File: src/rtl/cmp_result_monitor_if.sv
// Sample/status bundle between the comparator-facing driver and cmp_result_monitor.
// master: drives in_valid/Eq/Gt/Sm and reads status; slave: the monitor itself.
// Pure wiring, no latency or backpressure of its own.
interface cmp_result_monitor_if #(
    parameter int CNT_W = 8
);
    logic             in_valid;
    logic             Eq;
    logic             Gt;
    logic             Sm;
    logic [CNT_W-1:0] eq_cnt;
    logic [CNT_W-1:0] gt_cnt;
    logic [CNT_W-1:0] sm_cnt;
    logic [CNT_W-1:0] streak;
    logic [1:0]       last_res;
    logic             gt_alarm;
    logic             sm_alarm;
    logic             onehot_err;
    logic             out_valid;

    modport master (
        output in_valid, Eq, Gt, Sm,
        input  eq_cnt, gt_cnt, sm_cnt, streak, last_res,
        input  gt_alarm, sm_alarm, onehot_err, out_valid
    );

    modport slave (
        input  in_valid, Eq, Gt, Sm,
        output eq_cnt, gt_cnt, sm_cnt, streak, last_res,
        output gt_alarm, sm_alarm, onehot_err, out_valid
    );
endinterface

File: src/rtl/cmp_result_monitor.sv
// Counts comparator outcomes, tracks runs of identical outcomes, raises sticky Gt/Sm run alarms and a one-hot error.
// Latency: 1 cycle, every output registered; out_valid pulses for each qualified sample.
// No backpressure: one sample per clock accepted whenever in_valid is high.
// Ports: clk, rst (sync, active high), clr (sync clear, same effect as rst),
//        bus.slave: in_valid/Eq/Gt/Sm in; counters, streak, last_res, alarms, onehot_err, out_valid out.
module cmp_result_monitor #(
    parameter int CNT_W      = 8,
    parameter int STREAK_LEN = 4
) (
    input  logic                 clk,
    input  logic                 rst,
    input  logic                 clr,
    cmp_result_monitor_if.slave  bus
);
    // State encoding equals the last_res encoding, so last_res is the state flop itself.
    localparam logic [1:0] S_IDLE = 2'b00;
    localparam logic [1:0] S_EQ   = 2'b01;
    localparam logic [1:0] S_GT   = 2'b10;
    localparam logic [1:0] S_SM   = 2'b11;

    localparam logic [CNT_W-1:0] CNT_MAX    = '1;
    localparam logic [CNT_W-1:0] STREAK_TGT = CNT_W'(STREAK_LEN);

    logic [1:0]       state;
    logic [CNT_W-1:0] eq_cnt, gt_cnt, sm_cnt, streak;
    logic             gt_alarm, sm_alarm, onehot_err, out_valid;

    logic [2:0]       vec;
    logic             onehot;
    logic [1:0]       outcome;
    logic [CNT_W-1:0] streak_nxt;

    assign vec    = {bus.Eq, bus.Gt, bus.Sm};
    assign onehot = (vec == 3'b100) || (vec == 3'b010) || (vec == 3'b001);

    always_comb begin
        outcome = S_SM;
        if (bus.Eq)      outcome = S_EQ;
        else if (bus.Gt) outcome = S_GT;
    end

    // A run continues only if the previous accepted outcome matches; IDLE never matches.
    always_comb begin
        streak_nxt = {{(CNT_W-1){1'b0}}, 1'b1};
        if (state == outcome)
            streak_nxt = (streak == CNT_MAX) ? streak : streak + 1'b1;
    end

    always_ff @(posedge clk) begin
        if (rst || clr) begin
            state      <= S_IDLE;
            eq_cnt     <= '0;
            gt_cnt     <= '0;
            sm_cnt     <= '0;
            streak     <= '0;
            gt_alarm   <= 1'b0;
            sm_alarm   <= 1'b0;
            onehot_err <= 1'b0;
            out_valid  <= 1'b0;
        end else begin
            out_valid <= bus.in_valid;
            if (bus.in_valid) begin
                if (onehot) begin
                    state  <= outcome;
                    streak <= streak_nxt;
                    case (outcome)
                        S_EQ:    if (eq_cnt != CNT_MAX) eq_cnt <= eq_cnt + 1'b1;
                        S_GT:    if (gt_cnt != CNT_MAX) gt_cnt <= gt_cnt + 1'b1;
                        default: if (sm_cnt != CNT_MAX) sm_cnt <= sm_cnt + 1'b1;
                    endcase
                    // Alarms only set; a saturated streak holding at the target just re-asserts a set flag.
                    if (outcome == S_GT && streak_nxt == STREAK_TGT) gt_alarm <= 1'b1;
                    if (outcome == S_SM && streak_nxt == STREAK_TGT) sm_alarm <= 1'b1;
                end else begin
                    onehot_err <= 1'b1;
                    state      <= S_IDLE;
                    streak     <= '0;
                end
            end
        end
    end

    assign bus.eq_cnt     = eq_cnt;
    assign bus.gt_cnt     = gt_cnt;
    assign bus.sm_cnt     = sm_cnt;
    assign bus.streak     = streak;
    assign bus.last_res   = state;
    assign bus.gt_alarm   = gt_alarm;
    assign bus.sm_alarm   = sm_alarm;
    assign bus.onehot_err = onehot_err;
    assign bus.out_valid  = out_valid;
endmodule

File: src/flat_wrapper.sv
// flat-port wrapper written by rule: the top's interface ports become plain ports
module cmp_result_monitor_flat 
#(
    parameter int CNT_W      = 8,
    parameter int STREAK_LEN = 4
)
  (clk, rst, clr, bus_in_valid, bus_Eq, bus_Gt, bus_Sm, bus_eq_cnt, bus_gt_cnt, bus_sm_cnt, bus_streak, bus_last_res, bus_gt_alarm, bus_sm_alarm, bus_onehot_err, bus_out_valid);
  cmp_result_monitor_if #(.CNT_W(CNT_W)) bus_i ();
  input  logic clk;
  input  logic rst;
  input  logic clr;
  input wire logic [$bits(bus_i.in_valid)-1:0] bus_in_valid;
  input wire logic [$bits(bus_i.Eq)-1:0] bus_Eq;
  input wire logic [$bits(bus_i.Gt)-1:0] bus_Gt;
  input wire logic [$bits(bus_i.Sm)-1:0] bus_Sm;
  output wire logic [$bits(bus_i.eq_cnt)-1:0] bus_eq_cnt;
  output wire logic [$bits(bus_i.gt_cnt)-1:0] bus_gt_cnt;
  output wire logic [$bits(bus_i.sm_cnt)-1:0] bus_sm_cnt;
  output wire logic [$bits(bus_i.streak)-1:0] bus_streak;
  output wire logic [$bits(bus_i.last_res)-1:0] bus_last_res;
  output wire logic [$bits(bus_i.gt_alarm)-1:0] bus_gt_alarm;
  output wire logic [$bits(bus_i.sm_alarm)-1:0] bus_sm_alarm;
  output wire logic [$bits(bus_i.onehot_err)-1:0] bus_onehot_err;
  output wire logic [$bits(bus_i.out_valid)-1:0] bus_out_valid;
  assign bus_i.in_valid = bus_in_valid;
  assign bus_i.Eq = bus_Eq;
  assign bus_i.Gt = bus_Gt;
  assign bus_i.Sm = bus_Sm;
  assign bus_eq_cnt = bus_i.eq_cnt;
  assign bus_gt_cnt = bus_i.gt_cnt;
  assign bus_sm_cnt = bus_i.sm_cnt;
  assign bus_streak = bus_i.streak;
  assign bus_last_res = bus_i.last_res;
  assign bus_gt_alarm = bus_i.gt_alarm;
  assign bus_sm_alarm = bus_i.sm_alarm;
  assign bus_onehot_err = bus_i.onehot_err;
  assign bus_out_valid = bus_i.out_valid;
  cmp_result_monitor #(.CNT_W(CNT_W), .STREAK_LEN(STREAK_LEN)) u_core (.clk(clk), .rst(rst), .clr(clr), .bus(bus_i));
endmodule
File: config.mk
export PLATFORM = sky130hd
export DESIGN_NAME = cmp_result_monitor_flat
export DESIGN_NICKNAME = d
export VERILOG_FILES = /design/src/rtl/cmp_result_monitor_if.sv /design/src/rtl/cmp_result_monitor.sv /design/src/flat_wrapper.sv
export SDC_FILE = /design/constraint.sdc
export NUM_CORES = 1
export LEC_CHECK = 0
export BUFFER_PORTS_ARGS = -buffer_cell sky130_fd_sc_hd__buf_4
export CAP_MARGIN = 20
export CORE_MARGIN = 8
export CORE_UTILIZATION = 58
export CTS_CLUSTER_SIZE = 8
export DETAILED_ROUTE_END_ITERATION = 8
export PLACE_DENSITY_LB_ADDON = 0.08
export SLEW_MARGIN = 20
export SYNTH_ARGS = -nofsm -noshare
export SYNTH_HDL_FRONTEND = slang
export SYNTH_SLANG_ARGS = --single-unit
export TNS_END_PERCENT = 5
File: constraint.sdc
create_clock -name clk -period 3.7 [get_ports clk]
set_clock_uncertainty 0.2 [all_clocks]
set_input_delay 0 -clock clk [delete_from_list [all_inputs] [get_ports clk]]
set_output_delay 0 -clock clk [all_outputs]
set_load 0.01 [all_outputs]
[Word-level counts from Yosys, hierarchy flattened]
Index checks and enable logic that the tools add are counted.
Storage, ports and cells
  bits in read-only memories: 0
  memories kept: 0
  flip-flop bits (word level): 38
  bits in latches: 0
  memory bits (writable): 0
Cells by class
  equal/unequal tests: 12
  $mul: 0
  multiplexer cells: 6
  reduce and logical (&&, ||, !) cells: 12
  add/subtract/negate cells: 4
  div/mod/pow operators: 0
  magnitude comparators: 0
  bitwise logic cells: 2
  shift-type cells: 0
Operators by type and width (count)
  $add 8x1->8 const B: 4
  $mux 8: 3
  $ne 8x8->1 const B: 3
  $reduce_and 4->1: 3
  $eq 8x3->1 const B: 1
  $eq 8x8->1 const B: 1
  $reduce_and 3->1: 2
  $eq 2x2->1 const B: 2
  $mux 2: 2
  $eq 3x1->1 const B: 1
  $eq 3x2->1 const B: 1
  $eq 3x3->1 const B: 1
  $logic_or 1x1->1: 3
  $eq 2x1->1 const B: 1
  $eq 2x2->1: 1
  $logic_and 1x1->1: 2
  $not 1->1: 2
  $reduce_and 2->1: 1
  $reduce_or 2->1: 1
  $mux 1: 1

[Logic depth before layout (Yosys ltp)]
Gate-level depths: netlist of the first run.
  depth in word-level cells: 7
  mapped depth: 7
  depth with buffers taken out: 6

[Worst setup path after synthesis of the first run]
Ideal clock, no wire load.
  path kind: register to register
  start point: register u_core.streak[0] (netlist: u_core.bus.streak[0])
  end point: register u_core.streak[5] (netlist: u_core.bus.streak[5])
  clock period less this slack: 1941 ps
  setup slack: 1759 ps
  data arrival time: 1676 ps
  stages on the path, launching flop included: 8
  path through: dfxtp_1 ha_1 buf_2 and3_1 nand3_1 a31o_1 o32a_1 nor2_1
On the way
  cells in the longest elaborated chain, start to end: 4
  elaborated cells between the ends (all ways): 5
  classes of those cells: add/sub (1); eq/ne (1); mux (3)
Ends and longest elaborated chain
  start: declaration: line cmp_result_monitor.sv:25  | logic [CNT_W-1:0] eq_cnt, gt_cnt, sm_cnt, streak;
  start signal: assignment: line cmp_result_monitor.sv:65  | streak <= streak_nxt;
  $add 8x1->8 or $eq 8x8->1 (tied branches): line cmp_result_monitor.sv:46  | streak_nxt = (streak == CNT_MAX) ? streak : streak + 1'b1;
  $mux 8 (*): line cmp_result_monitor.sv:46
  $mux 8 (*): line cmp_result_monitor.sv:45  | if (state == outcome)
  $mux 8 (*): line cmp_result_monitor.sv:63  | if (onehot) begin
Every way passes the cells marked *; elsewhere a longest branch is shown, timed or not.
A chain may end at the register's enable or synchronous reset.

[Worst setup path after layout of the first run]
  start point: register u_core.streak[0] (netlist: u_core.bus.streak[0])
  end point: register u_core.gt_alarm (netlist: u_core.bus.gt_alarm)
On the way
  cells in the longest elaborated chain, start to end: 6
  elaborated cells between the ends (all ways): 7
  classes of those cells: add/sub (1); eq/ne (2); mux (2); reduce/logical (2)
Ends and longest elaborated chain
  $add 8x1->8 or $eq 8x8->1 (tied branches): line cmp_result_monitor.sv:46
  $mux 8 (*): line cmp_result_monitor.sv:46
  $mux 8 (*): line cmp_result_monitor.sv:45
  $eq 8x3->1 (*): line cmp_result_monitor.sv:72  | if (outcome == S_GT && streak_nxt == STREAK_TGT) gt_alarm <= 1'b1;
  $logic_and 1x1->1 (*): line cmp_result_monitor.sv:72
  $reduce_and 3->1 (no line) (*)
  end signal: assignment: line cmp_result_monitor.sv:56  | gt_alarm <= 1'b0;
  end signal: assignment: line cmp_result_monitor.sv:72
  end: declaration: line cmp_result_monitor.sv:26  | logic gt_alarm, sm_alarm, onehot_err, out_valid;
Marked as above.

==> flow_metrics.env, run 1 <==
export IMPL_htree_num_levels=2
export IMPL_arrival_ns=2.14
export IMPL_die_width_um=75.1
export IMPL_rr_worst_depth=6
export IMPL_root_buffer="clkbuf_4"
export IMPL_fp_dieH_um=75.1
export IMPL_p_int_uw=528
export IMPL_tightest_slew_ns=0.640
export IMPL_async_reset_ff_share_pct=0
export IMPL_grt_pass1_vias=1684
export IMPL_required_ns=3.72
export IMPL_max_slew_margin_pct=57.2
export IMPL_nNetsFinal=300
export IMPL_cellPowerDensity_mw_per_mm2=279
export IMPL_fin_tns_setup_ns=0
export IMPL_p_switching_uw=169
export IMPL_leakagePower_uw=0.000939
export IMPL_ant_nets=0
export IMPL_final_common_cell="buf_4"
export IMPL_worstSetupPathType="register to register"
export IMPL_p_comb_share_pct=8.2
export IMPL_rrSetupSlack_ns=1.59
export IMPL_grt_pass1_wl_mm=7.62
export IMPL_synth_main_ff_cell="dfxtp_1"
export IMPL_grt_most_used_layer="met2"
export IMPL_start_util_pct=60.7
export IMPL_track_usage_pct=17.2
export IMPL_synth_edf_count=0
export IMPL_final_cell_mix="45 x buf_4, 38 x dfxtp_1, 31 x nor2_1"
export IMPL_drive_gt1_share_pct=23.1
export IMPL_placed_area_mm2=0.00236
export IMPL_tritoncts="yes"
export IMPL_synthCells=241
export IMPL_syn_to_final_growth_pct=23.2
export IMPL_worstReg2RegStart="u_core.bus.streak[0]"
export IMPL_syn_area_per_cell_um2=8.41
export IMPL_num_antenna_cells=0
export IMPL_clock_latency_ns=0.34
export IMPL_place_ws_ns=1.66
export IMPL_drt_iter0_markers=142
export IMPL_die_area_mm2=0.00564
export IMPL_critPathLaunchType="register"
export IMPL_gp_congestion=0.918
export IMPL_worstHoldStart="bus_Sm"
export IMPL_yosysWarnings=0
export IMPL_post_route_period_util_pct=57.1
export IMPL_yosysTopAreaCellShare_pct=37.5
export IMPL_critical_path_max_fanout=9
export IMPL_io_pins=45
export IMPL_status="finished, final reports clean"
export IMPL_netlist_area_mm2=0.00203
export IMPL_wirelength_mm=4.56
export IMPL_hp_class="primary input to register"
export IMPL_grt_max_degree=32
export IMPL_synth_seq_cells=38
export IMPL_rr_endpoint="u_core.bus.gt_alarm"
export IMPL_startpoint="u_core.bus.streak[0]"
export IMPL_clock_sinks=38
export IMPL_yosys_area_top_type="dfxtp_1"
export IMPL_seq_area_frac_synth_pct=37.5
export IMPL_clk_path_buf_depth=2
export IMPL_antenna_found_initial=0
export IMPL_pwr_share_clk_pct=32.4
export IMPL_grt_use_met2_pct=27.0
export IMPL_syn_num_nets=252
export IMPL_layout_setup_ws_ns=1.59
export IMPL_period_minus_slack_ns=2.11
export IMPL_yosys_cell_types_count=50
export IMPL_clkTransAtPathRegs_ns=0.11
export IMPL_placeableCoreArea_mm2=0.00334
export IMPL_setup_viol=0
export IMPL_row_count=21
export IMPL_globalRouteMet1Util_pct=21.3
export IMPL_io_buffers=44
export IMPL_rsz0062_at_grt="false"
export IMPL_irDropWorstVdd_mv=0.199
export IMPL_cp_end_kind="register"
export IMPL_seqPwrFrac_pct=59.4
export IMPL_hold_depth=4
export IMPL_via_count=1882
export IMPL_cts_resized=0
export IMPL_post_route_util_pct=74.8
export IMPL_drv_cap=0
export IMPL_min_to="u_core.bus.sm_alarm"
export IMPL_hold_viol_final=0
export IMPL_dp_hpwl_mm=3.18
export IMPL_power_uw=697
export IMPL_post_drt_via_cell_ratio=5.60
export IMPL_overflow=0
export IMPL_nFillCells=283
export IMPL_maxClockFrequency_mhz=473
export IMPL_use_met3_pct=5.33
export IMPL_drc=0
export IMPL_routedWlPerCell_um=13.6
export IMPL_cts_inserted_buffers=5
export IMPL_dr_pass1_iters=4
export IMPL_postLayoutCellArea_mm2=0.00250
export IMPL_synth_top_cells_by_area="dfxtp_1 38%, nor2_1 5.7%, xnor2_1 5.6%"
export IMPL_slew_violations=0
export IMPL_switching_share_pct=24.3
[final cells by class]
type / instances / area, µm² / share of cell area, %
inverters: 9 / 33.8 / 1.35
flip-flops and latches: 38 / 761 / 30.5
clock buffers: 6 / 51.3 / 2.05
clock inverters: 2 / 12.5 / 0.501
multi-input cells: 183 / 1170 / 47.0
well taps: 46 / 57.6 / 2.30
repair buffers: 52 / 408 / 16.3
[cells in the mapped netlist, types with 2 or more instances]
| cell | number |
|---|---|
| xor2_1 | 3 |
| and2_1 | 2 |
| nand3_1 | 16 |
| o21ai_0 | 15 |
| o21a_1 | 2 |
| inv_1 | 9 |
| o21ai_2 | 2 |
| and3_1 | 5 |
| a21oi_1 | 16 |
| o211a_1 | 3 |
| or3_1 | 4 |
| dfxtp_1 | 38 |
| or2_0 | 2 |
| clkbuf_1 | 4 |
| xnor2_1 | 13 |
| nor2_1 | 31 |
| buf_2 | 5 |
| nor3_1 | 11 |
| nor4_2 | 2 |
| nand4_1 | 5 |
| o211ai_1 | 2 |
| and4bb_2 | 4 |
| nand2_1 | 15 |
| ha_1 | 4 |
| nor3b_1 | 3 |
[per-stage QoR]
stage          std cells  hold slack, ns
6_report             336          0.0398
5_1_grt              336          0.0716
4_1_cts              336          0.0319
3_5_place_dp         321           0.182
3_3_place_gp         321           0.159
2_1_floorplan        241          0.0543
[registers in the layout, indices dropped and copies added (netlist names)]
signal,cells
u_core.bus.sm_alarm,1
u_core.bus.out_valid,1
u_core.bus.gt_alarm,1
u_core.bus.last_res,2
u_core.bus.sm_cnt,8
u_core.bus.onehot_err,1
u_core.bus.streak,8
u_core.bus.gt_cnt,8
u_core.bus.eq_cnt,8
[repair_timing]
| action | CTS | global route |
|---|---|---|
| hold endpoints to repair | 13 | 0 |
| buffers inserted | 0 | 0 |
| hold buffers | 7 | 0 |
[kinds of logic (layout without fill, tap and decap cells)]
family / after synthesis / in the layout / share of synthesized area [%]
xor gates and xnor gates: 17 / 17 / 7.72
DFF: 38 / 38 / 37.5
muxes: 1 / 1 / 0.494
AOI/OAI and AO/OA: 54 / 54 / 18.6
and+or+nand+nor: 107 / 107 / 28.6
buffers and inverters: 20 / 69 / 4.57
adders and majority gates: 4 / 4 / 2.47
[layer usage]
layer / part of all wire [%] / vias to the layer above
met1: 47 / 862
met5: 0 / -
met4: 1.9 / 0
li1: - / 956
met2: 44 / 55
met3: 7.2 / 9
[how the worst max path moves through the flow]
stage / end / slack, ns
after detailed placement: u_core.bus.gt_alarm / 1.66
after global placement: u_core.bus.streak[5] / 1.71
final: u_core.bus.gt_alarm / 1.59
after floorplan: u_core.bus.streak[5] / 1.76
after CTS: u_core.bus.gt_alarm / 1.60
after global routing: u_core.bus.gt_alarm / 1.38
[worst max-delay path: stages (launching register included)]
cell,delay (ns)
dfxtp_1,0.43
ha_1,0.34
and3_1,0.26
nand3_1,0.18
a31o_1,0.28
o211ai_1,0.19
o21ai_0,0.12
[power by group through the flow]
stage	Combinational (µW)	Clock, µW	Sequential [µW]
4_1_cts	57.1	238	414
2_1_floorplan	33.3	0	424
3_5_place_dp	50.1	0	423
5_1_grt	62.3	254	415
3_3_place_gp	49.9	0	423
6_report	56.9	226	414
(Power assumes the default switching activity.)
==> run 2, diff against run 1 <==
Settings changed: CORE_UTILIZATION 58 to 48.
Clock period 3.7 ns to 1.9 ns, I/O delays scaled along.
==> run 2 against run 1 <==
Power rose to 2.6 times the previous value; critical path depth up 2; cell area up 6.7%; global-route usage down 1.2 points; worst setup slack worse by 1.5 ns; largest cell class unchanged; largest power group is now clock.
==> flow_metrics.env, run 2 (synthesis results as in run 1) <==
export IMPL_hp_class="primary input to register"
export IMPL_tightest_slew_ns=0.428
export IMPL_start_util_pct=50.3
export IMPL_cts_inserted_buffers=5
export IMPL_drv_cap=0
export IMPL_gp_congestion=0.885
export IMPL_final_cell_mix="55 x buf_4, 35 x dfxtp_1, 31 x nor2_1"
export IMPL_clkTransAtPathRegs_ns=0.08
export IMPL_critPathLaunchType="primary input"
export IMPL_post_drt_via_cell_ratio=5.54
export IMPL_routedWlPerCell_um=14.9
export IMPL_slew_violations=0
export IMPL_placeableCoreArea_mm2=0.00403
export IMPL_required_ns=1.94
export IMPL_die_area_mm2=0.00656
export IMPL_seqPwrFrac_pct=45.3
export IMPL_critical_path_max_fanout=10
export IMPL_dr_pass1_iters=4
export IMPL_p_switching_uw=370
export IMPL_syn_to_final_growth_pct=31.4
export IMPL_max_slew_margin_pct=71.5
export IMPL_via_count=1928
export IMPL_crit_family="buffers and inverters"
export IMPL_hold_depth=5
export IMPL_wirelength_mm=5.19
export IMPL_switching_share_pct=20.8
export IMPL_nFillCells=366
export IMPL_root_buffer="clkbuf_8"
export IMPL_setup_viol=0
export IMPL_fp_dieH_um=81.0
export IMPL_clock_sinks=38
export IMPL_clock_latency_ns=0.29
export IMPL_leakagePower_uw=0.00102
export IMPL_p_comb_share_pct=6.3
export IMPL_startpoint="rst"
export IMPL_grt_max_degree=31
export IMPL_drive_gt1_share_pct=27.9
export IMPL_tritoncts="yes"
export IMPL_p_int_uw=1410
export IMPL_clk_path_buf_depth=2
export IMPL_nNetsFinal=308
export IMPL_power_uw=1780
export IMPL_arrival_ns=1.85
export IMPL_worstReg2RegStart="u_core.bus.streak[0]"
export IMPL_grt_pass1_wl_mm=8.45
export IMPL_post_route_period_util_pct=95.0
export IMPL_crit_chain="dlygate4sd3_1, buf_4, nor2_1, dlygate4sd3_1, buf_4, nand3_1, a21oi_2, a31o_2"
export IMPL_num_antenna_cells=0
export IMPL_track_usage_pct=15.9
export IMPL_overflow=0
export IMPL_drc=0
export IMPL_die_width_um=81.0
export IMPL_rr_worst_depth=7
export IMPL_worstSetupPathType="primary input to register"
export IMPL_irDropWorstVdd_mv=0.392
export IMPL_hold_viol_final=0
export IMPL_drt_iter0_markers=109
export IMPL_ant_nets=0
export IMPL_period_minus_slack_ns=1.80
export IMPL_worstHoldStart="bus_Sm"
export IMPL_final_common_cell="buf_4"
export IMPL_cellPowerDensity_mw_per_mm2=667
export IMPL_io_pins=45
export IMPL_dp_hpwl_mm=3.44
export IMPL_cp_num_cells=8
export IMPL_antenna_found_initial=0
export IMPL_row_count=23
export IMPL_cp_end_kind="register"
export IMPL_maxClockFrequency_mhz=554
export IMPL_grt_pass1_vias=1786
export IMPL_io_buffers=44
export IMPL_crit_buf_inv=4
export IMPL_htree_num_levels=2
export IMPL_worst_path_max_delay_cell="dlygate4sd3_1"
export IMPL_pwr_share_clk_pct=48.4
export IMPL_max_stage_delay_ns=0.55
export IMPL_status="finished, final reports clean"
export IMPL_fin_tns_setup_ns=0
## run 2: cell types whose count changed in the layout (fill, tap and decap cells not counted), sizes merged
cell	change
buf	+10
bufinv	+2
clkinv	-1
clkinvlp	-1
dlygate4sd3	-2
## run 2: cell type report
type,instances,area (µm²),area share (%)
Clock buffer,6,82.6,3.10
Tap cell,50,62.6,2.35
Multi-Input combinational cell,183,1190,44.9
Timing Repair Buffer,60,463,17.4
Sequential cell,38,767,28.8
Inverter,9,33.8,1.27
Clock inverter,2,60.1,2.25
## run 2: stage by stage
step / instance area (µm²) / hold WS (ns) / util, % / cells / setup slack (ns)
6_report: 2660 / 0.0135 / 66.1 / 348 / 0.0956
5_1_grt: 2660 / 0.0403 / 66.1 / 348 / -0.00593
4_1_cts: 2630 / 0.00560 / 65.3 / 347 / 0.0606
3_5_place_dp: 2440 / 0.172 / 60.5 / 334 / 0.112
3_3_place_gp: 2440 / 0.159 / 60.5 / 334 / 0.111
2_1_floorplan: 2030 / 0.0543 / - / 241 / 0.0378
## run 2: worst min-delay path, stage by stage
cell and delay, ns:
buf_4 0.13, o21ai_2 0.09, o21ai_0 0.09, a21oi_1 0.07, nor2_1 0.08
## run 2: power by group through the flow
stage	sequential (µW)	clock [µW]	combinational, µW
finish	805	860	112
global route	806	908	122
CTS	806	880	111
detailed placement	825	0	102
global placement	824	0	102
floorplan	826	0	64.8
## run 2: what timing repair did
| action | 4_1_cts | 5_1_grt |
|---|---|---|
| setup buffers | 0 | 1 |
| hold buffers | 5 | 0 |
| endpoints found under the setup margin | 0 | 9 |
| resized for setup | 0 | 6 |
| hold endpoints to repair | 11 | 0 |
## run 2: final timing paths
kind	to	slack (ns)
hold reg to reg	u_core.bus.gt_alarm	0.28
hold / removal	u_core.bus.onehot_err	0.01
setup reg to reg	u_core.bus.gt_alarm	0.11
setup / recovery	u_core.bus.streak[1]	0.1
## run 2: layer usage
layer / track usage (%) / vias to the layer above / routed length (µm)
met2: 25.2 / 56 / 2370
met1: 20.3 / 895 / 2430
li1: - / 970 / -
met5: 0 / - / 0
met4: 5.36 / 0 / 64
met3: 4.64 / 7 / 330
==> run 3, diff against run 2 <==
Settings changed: BUFFER_PORTS_ARGS -buffer_cell sky130_fd_sc_hd__buf_4 to unset, CORE_UTILIZATION 48 to 56, DONT_BUFFER_PORTS set to 1.
==> run 3 against run 2 <==
Maximum frequency shrank 3.6%; non-clock buffer count shrank 24; first-iteration DRC count up 87%; register-to-register slack worse by 0.08 ns; sequential power about the same; combinational power fell by 12%; critical path depth is 2 lower; sequential cell count unchanged; power fell by 23%; critical path type is now register to register; wire length increased by 4.0%; via count unchanged.
==> flow_metrics.env, run 3 (synthesis results as in run 1) <==
export IMPL_status="finished, final reports clean"
export IMPL_drv_cap=0
export IMPL_die_width_um=76.2
export IMPL_worstHoldStart="bus_Gt"
export IMPL_ant_nets=0
export IMPL_gp_congestion=0.922
export IMPL_antenna_found_initial=0
export IMPL_arrival_ns=1.93
export IMPL_clk_path_buf_depth=2
export IMPL_final_cell_mix="35 x dfxtp_1, 31 x nor2_1, 28 x buf_4"
export IMPL_start_util_pct=56.6
export IMPL_min_to="u_core.bus.eq_cnt[3]"
export IMPL_cts_inserted_buffers=5
export IMPL_die_area_mm2=0.00580
export IMPL_placeableCoreArea_mm2=0.00358
export IMPL_p_int_uw=1020
export IMPL_hp_class="primary input to register"
export IMPL_critPathLaunchType="register"
export IMPL_regArea_um2=767
export IMPL_drc=0
export IMPL_track_usage_pct=18.4
export IMPL_postLayoutCellArea_mm2=0.00241
export IMPL_irDropWorstVdd_mv=0.434
export IMPL_dp_cells=306
export IMPL_seqPwrFrac_pct=59.2
export IMPL_nFillCells=320
export IMPL_routedWlPerCell_um=16.8
export IMPL_via_count=1928
export IMPL_slew_violations=0
export IMPL_leakagePower_uw=0.000846
export IMPL_pwr_share_clk_pct=33.6
export IMPL_max_stage_delay_ns=0.39
export IMPL_use_met3_pct=8.02
export IMPL_hold_depth=4
export IMPL_grt_use_met2_pct=29.4
export IMPL_fp_dieH_um=76.2
export IMPL_rr_worst_depth=6
export IMPL_htree_num_levels=2
export IMPL_rrSetupSlack_ns=0.03
export IMPL_grt_most_used_layer="met2"
export IMPL_max_slew_margin_pct=64.7
export IMPL_final_cells=322
export IMPL_io_buffers=0
export IMPL_num_antenna_cells=0
export IMPL_post_drt_via_cell_ratio=5.99
export IMPL_syn_to_final_growth_pct=19.1
export IMPL_post_route_util_pct=67.4
export IMPL_grt_max_degree=31
export IMPL_rsz0062_at_grt="true"
export IMPL_rr_endpoint="u_core.bus.sm_alarm"
export IMPL_root_buffer="clkbuf_4"
export IMPL_dr_pass1_iters=4
export IMPL_post_route_period_util_pct=98.5
export IMPL_clock_sinks=38
export IMPL_postCtsSetupBuffers=0
export IMPL_tightest_slew_ns=0.527
export IMPL_final_common_cell="dfxtp_1"
export IMPL_required_ns=1.96
export IMPL_worstReg2RegStart="u_core.bus.streak[0]"
export IMPL_critical_path_max_fanout=5
export IMPL_dp_hpwl_mm=3.70
export IMPL_p_switching_uw=342
export IMPL_overflow=0
export IMPL_clock_latency_ns=0.35
export IMPL_grt_pass1_wl_mm=9.03
export IMPL_tritoncts="yes"
export IMPL_setup_viol=0
export IMPL_io_pins=45
export IMPL_wirelength_mm=5.40
export IMPL_worst_path_max_delay_cell="dfxtp_4"
export IMPL_nNetsFinal=284
export IMPL_period_minus_slack_ns=1.87
export IMPL_maxClockFrequency_mhz=535
export IMPL_cp_end_kind="register"
export IMPL_cellPowerDensity_mw_per_mm2=565
export IMPL_multi_input_area_mm2=0.00120
export IMPL_hold_viol_final=0
export IMPL_clkTransAtPathRegs_ns=0.13
export IMPL_switching_share_pct=25.1
export IMPL_placed_area_mm2=0.00224
export IMPL_p_comb_share_pct=7.3
export IMPL_worstSetupPathType="register to register"
export IMPL_globalRouteMet1Util_pct=21.0
export IMPL_drt_iter0_markers=204
export IMPL_crit_chain="buf_4, and3_1, and3_4, a31o_1, o211ai_1, o21ai_1"
export IMPL_grt_pass1_vias=1922
export IMPL_row_count=22
export IMPL_drive_gt1_share_pct=20.8
run 3: power groups by stage:
stage / clock, µW / combinational [µW] / sequential, µW
2_1_floorplan: 0 / 64.8 / 826
3_3_place_gp: 0 / 71.1 / 825
3_5_place_dp: 0 / 73.7 / 825
4_1_cts: 463 / 97.7 / 806
5_1_grt: 488 / 108 / 808
6_report: 457 / 98.9 / 807
run 3: per-layer routing:
metal,wire length (µm),up-vias
met4,97,0
met5,0,-
met2,2650,75
li1,-,927
met1,2170,916
met3,485,10
run 3: layout make-up:
cell class,count,share of cell area [%]
Clock buffer,7,2.28
Clock inverter,1,0.207
Timing Repair Buffer,36,12.0
Tap cell,48,2.49
Multi-Input combinational cell,183,49.8
Inverter,9,1.40
Sequential cell,38,31.8
run 3: how the worst max path moves through the flow:
stage	from	endpoint	slack, ns	cells after the start
floorplan	u_core.bus.streak[0]	u_core.bus.streak[5]	0.04	7
global placement	u_core.bus.streak[0]	u_core.bus.sm_alarm	0.14	6
detailed placement	u_core.bus.streak[0]	u_core.bus.sm_alarm	0.07	6
CTS	u_core.bus.streak[0]	u_core.bus.gt_alarm	-0.003	6
global route	u_core.bus.streak[2]	u_core.bus.gt_alarm	-0.09	5
finish	u_core.bus.streak[0]	u_core.bus.sm_alarm	0.03	6
run 3: what timing repair did:
item	CTS	global route
endpoints found under the setup margin	2	15
endpoints found under the hold margin	25	0
pin swaps	1	4
hold buffers	8	0
gates resized for setup	2	8
run 3: per-stage QoR:
stage          TNS [ns]  hold slack [ns]  power (µW)  worst slack [ns]
3_3_place_gp          0          -0.0492         896             0.139
2_1_floorplan         0           0.0543         891            0.0378
6_report              0           0.0273        1360            0.0291
5_1_grt          -0.174           0.0446        1400           -0.0866
4_1_cts        -0.00288         0.000552        1370          -0.00288
3_5_place_dp          0          -0.0383         899            0.0679
run 3: worst max-delay path, delay by kind of cell, from the launching register on:
kind / cells / cell delay [ns]
compound gates: 3 / 0.62
simple gates: 2 / 0.41
flops: 1 / 0.39
buf+inv: 1 / 0.15
